<file path="config.mk">
export PLATFORM = sky130hd
export DESIGN_NAME = cp0_trap_seq_flat
export DESIGN_NICKNAME = d
export VERILOG_FILES = /design/src/rtl/cp0_trap_seq_if.sv /design/src/rtl/cp0_trap_seq.sv /design/src/flat_wrapper.sv
export SDC_FILE = /design/constraint.sdc
export NUM_CORES = 1
export LEC_CHECK = 0
export ABC_CLOCK_PERIOD_IN_PS = 18600
export CORE_MARGIN = 4
export CORE_UTILIZATION = 63
export DETAILED_ROUTE_END_ITERATION = 8
export DONT_BUFFER_PORTS = 1
export PLACE_DENSITY = 0.79
export SYNTH_ARGS = -nofsm -noshare
export SYNTH_HDL_FRONTEND = slang
export SYNTH_SLANG_ARGS = --single-unit
</file>
<file path="constraint.sdc">
create_clock -name clk -period 18.6 [get_ports clk]
set_input_delay 3.72 -clock clk [delete_from_list [all_inputs] [get_ports clk]]
set_output_delay 3.72 -clock clk [all_outputs]
set_load 0.01 [all_outputs]
</file>
<file path="src/rtl/cp0_trap_seq_if.sv">
// CP0 register port bundle between the trap sequencer (master) and the CP0 register file (slave).
// Read data is combinational from the currently driven number/select.
interface cp0_trap_seq_if;
    logic [4:0]  cp0_num;
    logic [2:0]  cp0_sel;
    logic [31:0] cp0_wdata;
    logic        cp0_wr;
    logic        cp0_rd;
    logic [2:0]  cp0_op;
    logic [31:0] cp0_rdata;

    modport master (
        output cp0_num,
        output cp0_sel,
        output cp0_wdata,
        output cp0_wr,
        output cp0_rd,
        output cp0_op,
        input  cp0_rdata
    );

    modport slave (
        input  cp0_num,
        input  cp0_sel,
        input  cp0_wdata,
        input  cp0_wr,
        input  cp0_rd,
        input  cp0_op,
        output cp0_rdata
    );
endinterface

</file>
<file path="src/rtl/cp0_trap_seq.sv">
// Trap/return sequencer: owns the CP0 port, passes pipeline mfc0/mtc0 through when idle, and runs
// the EPC/CAUSE/STATUS sequence for exceptions, interrupts and eret before redirecting fetch.
module cp0_trap_seq #(
    parameter logic [31:0] VECTOR     = 32'h0000_3000,
    parameter logic [31:0] BEV_VECTOR = 32'hBFC0_0380
) (
    input  logic                  clk,
    input  logic                  rst,
    cp0_trap_seq_if.master        cp0,
    input  logic [4:0]            pipe_num_i,
    input  logic [2:0]            pipe_sel_i,
    input  logic [31:0]           pipe_wdata_i,
    input  logic                  pipe_wr_i,
    input  logic                  pipe_rd_i,
    output logic [31:0]           pipe_rdata_o,
    input  logic                  exc_valid_i,
    input  logic [4:0]            exc_code_i,
    input  logic [31:0]           exc_pc_i,
    input  logic                  eret_valid_i,
    input  logic [5:0]            int_req_i,
    output logic                  trap_ack_o,
    output logic                  busy_o,
    output logic                  flush_o,
    output logic                  redirect_valid_o,
    output logic [31:0]           redirect_pc_o
);

    localparam logic [2:0] COP_OP_MV    = 3'd0;
    localparam logic [4:0] REG_STATUS   = 5'd12;
    localparam logic [4:0] REG_CAUSE    = 5'd13;
    localparam logic [4:0] REG_EPC      = 5'd14;
    localparam logic [4:0] REG_ERROREPC = 5'd30;

    typedef enum logic [2:0] {
        S_IDLE,
        S_T_EPC,
        S_T_CAUSE,
        S_T_STATUS,
        S_T_REDIR,
        S_E_RD,
        S_E_STATUS,
        S_E_REDIR
    } state_e;

    state_e      state_q, state_d;
    logic [31:0] status_sh_q, status_sh_d;
    logic [4:0]  code_q, code_d;
    logic [31:0] pc_q, pc_d;
    logic [5:0]  int_q, int_d;
    logic [31:0] target_q, target_d;

    logic [4:0]  num_c;
    logic [2:0]  sel_c;
    logic [31:0] wdata_c;
    logic        wr_c;
    logic        rd_c;
    logic        trap_ack_c;
    logic        busy_c;
    logic        flush_c;
    logic        redir_valid_c;
    logic [31:0] redir_pc_c;
    logic        int_take;

    // Interrupt is taken only with IE set, EXL/ERL clear and an unmasked line active.
    assign int_take = status_sh_q[0] & ~status_sh_q[1] & ~status_sh_q[2]
                    & (|(int_req_i & status_sh_q[15:10]));

    always_ff @(posedge clk or posedge rst) begin
        if (rst) begin
            state_q     <= S_IDLE;
            status_sh_q <= '0;
            code_q      <= '0;
            pc_q        <= '0;
            int_q       <= '0;
            target_q    <= '0;
        end else begin
            state_q     <= state_d;
            status_sh_q <= status_sh_d;
            code_q      <= code_d;
            pc_q        <= pc_d;
            int_q       <= int_d;
            target_q    <= target_d;
        end
    end

    // Outputs are forced low while reset is held, even though IDLE would otherwise drive a STATUS read.
    always_comb begin
        state_d       = state_q;
        status_sh_d   = status_sh_q;
        code_d        = code_q;
        pc_d          = pc_q;
        int_d         = int_q;
        target_d      = target_q;
        num_c         = '0;
        sel_c         = '0;
        wdata_c       = '0;
        wr_c          = 1'b0;
        rd_c          = 1'b0;
        trap_ack_c    = 1'b0;
        busy_c        = 1'b0;
        flush_c       = 1'b0;
        redir_valid_c = 1'b0;
        redir_pc_c    = '0;

        if (!rst) begin
            unique case (state_q)
                S_IDLE: begin
                    if (exc_valid_i) begin
                        trap_ack_c = 1'b1;
                        code_d     = exc_code_i;
                        pc_d       = exc_pc_i;
                        int_d      = int_req_i;
                        state_d    = S_T_EPC;
                    end else if (int_take) begin
                        code_d  = 5'd0;
                        pc_d    = exc_pc_i;
                        int_d   = int_req_i;
                        state_d = S_T_EPC;
                    end else if (eret_valid_i) begin
                        trap_ack_c = 1'b1;
                        state_d    = S_E_RD;
                    end else if (pipe_wr_i || pipe_rd_i) begin
                        num_c   = pipe_num_i;
                        sel_c   = pipe_sel_i;
                        wdata_c = pipe_wdata_i;
                        wr_c    = pipe_wr_i;
                        rd_c    = pipe_rd_i;
                        if (pipe_wr_i && pipe_num_i == REG_STATUS && pipe_sel_i == 3'd0) begin
                            status_sh_d = pipe_wdata_i;
                        end
                    end else begin
                        num_c       = REG_STATUS;
                        rd_c        = 1'b1;
                        status_sh_d = cp0.cp0_rdata;
                    end
                end
                S_T_EPC: begin
                    busy_c = 1'b1;
                    if (!status_sh_q[1]) begin
                        num_c   = REG_EPC;
                        wdata_c = pc_q;
                        wr_c    = 1'b1;
                    end
                    state_d = S_T_CAUSE;
                end
                S_T_CAUSE: begin
                    busy_c  = 1'b1;
                    num_c   = REG_CAUSE;
                    wdata_c = {16'b0, int_q, 2'b0, 1'b0, code_q, 2'b0};
                    wr_c    = 1'b1;
                    state_d = S_T_STATUS;
                end
                S_T_STATUS: begin
                    busy_c      = 1'b1;
                    num_c       = REG_STATUS;
                    wdata_c     = status_sh_q | 32'h2;
                    wr_c        = 1'b1;
                    status_sh_d = status_sh_q | 32'h2;
                    state_d     = S_T_REDIR;
                end
                S_T_REDIR: begin
                    busy_c        = 1'b1;
                    flush_c       = 1'b1;
                    redir_valid_c = 1'b1;
                    redir_pc_c    = status_sh_q[22] ? BEV_VECTOR : VECTOR;
                    state_d       = S_IDLE;
                end
                S_E_RD: begin
                    busy_c   = 1'b1;
                    num_c    = status_sh_q[2] ? REG_ERROREPC : REG_EPC;
                    rd_c     = 1'b1;
                    target_d = cp0.cp0_rdata;
                    state_d  = S_E_STATUS;
                end
                S_E_STATUS: begin
                    busy_c      = 1'b1;
                    num_c       = REG_STATUS;
                    wdata_c     = status_sh_q & ~(status_sh_q[2] ? 32'h4 : 32'h2);
                    wr_c        = 1'b1;
                    status_sh_d = status_sh_q & ~(status_sh_q[2] ? 32'h4 : 32'h2);
                    state_d     = S_E_REDIR;
                end
                S_E_REDIR: begin
                    busy_c        = 1'b1;
                    flush_c       = 1'b1;
                    redir_valid_c = 1'b1;
                    redir_pc_c    = target_q;
                    state_d       = S_IDLE;
                end
                default: state_d = S_IDLE;
            endcase
        end
    end

    assign cp0.cp0_num       = num_c;
    assign cp0.cp0_sel       = sel_c;
    assign cp0.cp0_wdata     = wdata_c;
    assign cp0.cp0_wr        = wr_c;
    assign cp0.cp0_rd        = rd_c;
    assign cp0.cp0_op        = COP_OP_MV;
    assign pipe_rdata_o      = cp0.cp0_rdata;
    assign trap_ack_o        = trap_ack_c;
    assign busy_o            = busy_c;
    assign flush_o           = flush_c;
    assign redirect_valid_o  = redir_valid_c;
    assign redirect_pc_o     = redir_pc_c;

endmodule

</file>
<file path="src/flat_wrapper.sv">
// flat-port wrapper written by rule: the top's interface ports become plain ports
module cp0_trap_seq_flat 
#(
    parameter logic [31:0] VECTOR     = 32'h0000_3000,
    parameter logic [31:0] BEV_VECTOR = 32'hBFC0_0380
)
  (clk, rst, pipe_num_i, pipe_sel_i, pipe_wdata_i, pipe_wr_i, pipe_rd_i, pipe_rdata_o, exc_valid_i, exc_code_i, exc_pc_i, eret_valid_i, int_req_i, trap_ack_o, busy_o, flush_o, redirect_valid_o, redirect_pc_o, cp0_cp0_num, cp0_cp0_sel, cp0_cp0_wdata, cp0_cp0_wr, cp0_cp0_rd, cp0_cp0_op, cp0_cp0_rdata);
  cp0_trap_seq_if cp0_i ();
  input  logic clk;
  input  logic rst;
  input  logic [4:0] pipe_num_i;
  input  logic [2:0] pipe_sel_i;
  input  logic [31:0] pipe_wdata_i;
  input  logic pipe_wr_i;
  input  logic pipe_rd_i;
  output logic [31:0] pipe_rdata_o;
  input  logic exc_valid_i;
  input  logic [4:0] exc_code_i;
  input  logic [31:0] exc_pc_i;
  input  logic eret_valid_i;
  input  logic [5:0] int_req_i;
  output logic trap_ack_o;
  output logic busy_o;
  output logic flush_o;
  output logic redirect_valid_o;
  output logic [31:0] redirect_pc_o;
  output wire logic [$bits(cp0_i.cp0_num)-1:0] cp0_cp0_num;
  output wire logic [$bits(cp0_i.cp0_sel)-1:0] cp0_cp0_sel;
  output wire logic [$bits(cp0_i.cp0_wdata)-1:0] cp0_cp0_wdata;
  output wire logic [$bits(cp0_i.cp0_wr)-1:0] cp0_cp0_wr;
  output wire logic [$bits(cp0_i.cp0_rd)-1:0] cp0_cp0_rd;
  output wire logic [$bits(cp0_i.cp0_op)-1:0] cp0_cp0_op;
  input wire logic [$bits(cp0_i.cp0_rdata)-1:0] cp0_cp0_rdata;
  assign cp0_cp0_num = cp0_i.cp0_num;
  assign cp0_cp0_sel = cp0_i.cp0_sel;
  assign cp0_cp0_wdata = cp0_i.cp0_wdata;
  assign cp0_cp0_wr = cp0_i.cp0_wr;
  assign cp0_cp0_rd = cp0_i.cp0_rd;
  assign cp0_cp0_op = cp0_i.cp0_op;
  assign cp0_i.cp0_rdata = cp0_cp0_rdata;
  cp0_trap_seq #(.VECTOR(VECTOR), .BEV_VECTOR(BEV_VECTOR)) u_core (.clk(clk), .rst(rst), .cp0(cp0_i), .pipe_num_i(pipe_num_i), .pipe_sel_i(pipe_sel_i), .pipe_wdata_i(pipe_wdata_i), .pipe_wr_i(pipe_wr_i), .pipe_rd_i(pipe_rd_i), .pipe_rdata_o(pipe_rdata_o), .exc_valid_i(exc_valid_i), .exc_code_i(exc_code_i), .exc_pc_i(exc_pc_i), .eret_valid_i(eret_valid_i), .int_req_i(int_req_i), .trap_ack_o(trap_ack_o), .busy_o(busy_o), .flush_o(flush_o), .redirect_valid_o(redirect_valid_o), .redirect_pc_o(redirect_pc_o));
endmodule
</file>
==> results by group <==
Status
  – Status: completed

Power and ir drop
  – Leakage: 0.002741 uW
  – NetSw: 362.6 uW
  – VDD IR-drop max: 0.07930 mV
  – Sequential share of power: 0.459
  – Int Power: 580.1 uW
  – Clock share of power: 0.162
  – Pwr/cell area: 146.4 nW/um^2
  – Sw frac: 0.3846
  – Comb power frac: 0.380

Final layout
  – Synth-to-layout area growth: -0.6944%
  – Nets: 671
  – # fillers: 791
  – Area taken by flip-flops and latches: 2753 sq um
  – Multi-input logic area: 3254 sq um
  – Fraction of layout cells with a size suffix above 1: 0.2387
  – Most common cell after layout, fill and taps aside: dfrtp_1
  – Most frequent cells in the layout: dfrtp_1, nand2_1, mux2_2

STA
  – Worst slew margin: 0.2609
  – Worst Tran Pin Value: 1.106 ns
  – RSZ-0062 raised after global routing: false
  – Final Setup Violations: 0
  – Highest Clock Rate: a little over 0.1 GHz
  – Worst Setup Slack, final: between 8 and 9 ns
  – Slew Viols, Final: 0
  – Hold Fails Final Rpt: 0
  – Final worst path period share: 0.5176
  – Clock skew: 0.01533 ns
  – Setup TNS Final: 0 ns
  – Crit path time final: roughly 9.6 ns

Placement
  – PortBufs: 0
  – Final GP Congestion: 0.8034
  – Pre-CTS WS: 8.871 ns
  – DP HPWL: 11,590 um

Critical path
  – R2R Setup Slk: 15.87 ns
  – Critical Path Source Type: input pin
  – Crit path capture type: output port
  – Critical path arrival: 5.91 ns
  – Kind of critical path: in -> out
  – Crit path required time: approximately 15 ns
  – CP bufs+invs: 2
  – Critical Path, Cell by Cell: inv_4 -> buf_4 -> nand4_1 -> nand2_1
  – Critical Path Slowest Stage Cell: buf_4
  – Crit path max-delay family: buffers and inverters
  – Critical path fanouts, max: 59
  – Crit-path max cell delay: 0.70 ns

Clocking
  – CTS Hold Bufs: 0
  – Sink Count: 110
  – Clock Latency Late Sink: approximately 0.38 ns
  – CTS clk-pin slew, worst paths: between 0.1 and 0.15 ns
  – Cts bufs inserted: 9
  – Post CTS Setup Buffer Count: 0
  – Root buffer cell: clkbuf_8
  – CTS tree: done
  – Clock Path Buffers: 2
  – Post-CTS sizing: 0
  – H-tree depth: 3

Floorplanning
  – Chip Height: 109.5 um
  – Cell row count: 36
  – Num ports: 234
  – Initial Util: 0.6545
  – DIE AREA: 11,980 sq um
  – Core footprint: 9910 sq um
  – Die X: about 110 um

Yosys
  – Synth Area per Inst: 10.58 sq um
  – Yosys reg bits: 110
  – Warnings, synthesis: 0
  – Count of cell types in the netlist: 52
  – Sequential area share after synthesis: 0.4244
  – Cell Area, Synth: 6486 sq um
  – Post-Syn Instances: between 600 and 700

Route
  – Final wirelength: 16,750 um
  – Drt wl/cell: 24.38 um
  – Post-route ant nets: 0
  – DR pass1 iterations: 6
  – 1st-iter DRT viols: ~530
  – Via count: 4,640
  – Vias per cell: 6.754
  – DRC: 0

Global route
  – Gr usage total: 0.2850
  – Largest net degree at the start of global routing: 64
  – Number of global-route vias before repair: 4,762
  – GR Overflow Total: 0
  – Initial antenna violation count: 1
  – First-pass GRT wire length: between 20,000 and 30,000 um

Min path
  – Hold Crit Class: reg -> reg

Flow run
  – Max Cap Viol: 0
cell families (layout without fill, tap and decap cells):
| group | Yosys count | count (layout) | synth area share |
|---|---|---|---|
| AOI/OAI and AO/OA | 136 | 136 | 0.1674 |
| xor gates and xnor gates | 1 | 1 | 0.001351 |
| adders and majority gates | 2 | 2 | 0.003857 |
| buffers and inverters | 87 | 25 | 0.08275 |
| DFF | 110 | 110 | 0.4244 |
| muxes | 104 | 104 | 0.1917 |
| other | 1 | 4 | 0.0005781 |
| and+or+nand+nor | 172 | 172 | 0.1279 |
layout make-up:
cell class | instances | area share
multi-input combinational | 418 | 0.5052
sequential | 110 | 0.4274
tap | 133 | 0.02584
clock buffer | 9 | 0.01923
clock inverter | 7 | 0.01399
timing repair buffer | 4 | 0.004662
inverter | 5 | 0.003302
antenna | 1 | 0.0003885
worst paths after layout:
check                                       start                    end  depth (start not counted)
max                                           rst      redirect_pc_o[31]                          4
max reg2reg                u_core.status_sh_q[10]         u_core.pc_q[1]                          5
min in group asynchronous                     rst       u_core.code_q[2]                          1
min reg2reg                 u_core.status_sh_q[5]  u_core.status_sh_q[5]                          2
max in group asynchronous                     rst  u_core.status_sh_q[1]                          2
min                         u_core.status_sh_q[5]  u_core.status_sh_q[5]                          2
Yosys cell counts (all sizes together):
cell type | count | area [sq um]
buf | 65 | 454.2
a31o | 1 | 8.760
a22oi | 33 | 247.7
xnor2 | 1 | 8.760
nor2 | 14 | 55.06
and2 | 21 | 131.4
o21ai | 7 | 38.78
nand2b | 2 | 12.51
clkinv | 1 | 3.750
a32oi | 1 | 8.760
conb | 1 | 3.750
or3b | 1 | 8.760
a2111o | 1 | 11.26
a211oi | 1 | 7.510
o311ai | 1 | 8.760
nor3b | 4 | 30.03
a21oi | 31 | 155.2
a21o | 2 | 15.01
nor2b | 6 | 37.54
nor3 | 3 | 20.02
mux2 | 72 | 923.4
o31ai | 30 | 375.4
a41oi | 1 | 8.760
nand2 | 79 | 296.5
o31a | 1 | 8.760
nand3 | 32 | 160.2
inv | 4 | 15.01
a31oi | 14 | 93.84
or3 | 1 | 6.260
a22o | 5 | 43.79
nor4 | 3 | 25.02
clkbuf | 17 | 63.81
or2 | 1 | 6.260
nor4b | 1 | 15.01
a311oi | 1 | 8.760
mux2i | 32 | 320.3
dfrtp | 110 | 2753
nand4 | 2 | 12.51
ha | 2 | 25.02
and3 | 2 | 12.51
o21a | 6 | 45.04
per-stage QoR:
stage / std cells / hold WS [ns] / util / instance area (sq um) / power (uW)
global placement: 670 / 0.4668 / 0.6282 / 6225 / 773.0
global route: 687 / 0.5277 / 0.6500 / 6441 / 1006
floorplan: 615 / 0.4562 / - / 6494 / 720.3
finish: 687 / 0.4945 / 0.6500 / 6441 / 942.7
detailed placement: 670 / 0.4720 / 0.6282 / 6225 / 793.1
CTS: 686 / 0.4981 / 0.6497 / 6439 / 946.6
worst min-delay path, cell delays in order, from the launching register on:
cell and delay, ns:
dfrtp_1 0.36, nand2_1 0.06, o31ai_2 0.05
sequential cells by signal, summed over array words and instances, names as in the netlist:
name,count
u_core.code_q,5
u_core.int_q,6
u_core.pc_q,32
u_core.state_q,3
u_core.status_sh_q,32
u_core.target_q,32
power by group through the flow:
stage | Combinational (uW) | Clock, uW | Sequential (uW)
floorplan | 318 | 0 | 402
global placement | 345 | 0 | 428
detailed placement | 359 | 0 | 434
CTS | 360 | 156 | 431
global route | 390 | 169 | 447
finish | 358 | 152 | 433
routing by layer:
metal | share of wire | wire length (um) | track usage | vias up
li1 | - | - | - | 2036
met1 | 0.40 | 6652 | 0.3599 | 2316
met2 | 0.49 | 8279 | 0.4721 | 250
met3 | 0.081 | 1361 | 0.07223 | 38
met4 | 0.027 | 456 | 0.1095 | 0
met5 | 0 | 0 | 0 | -
Note: power is estimated with default switching activity, not from simulation.
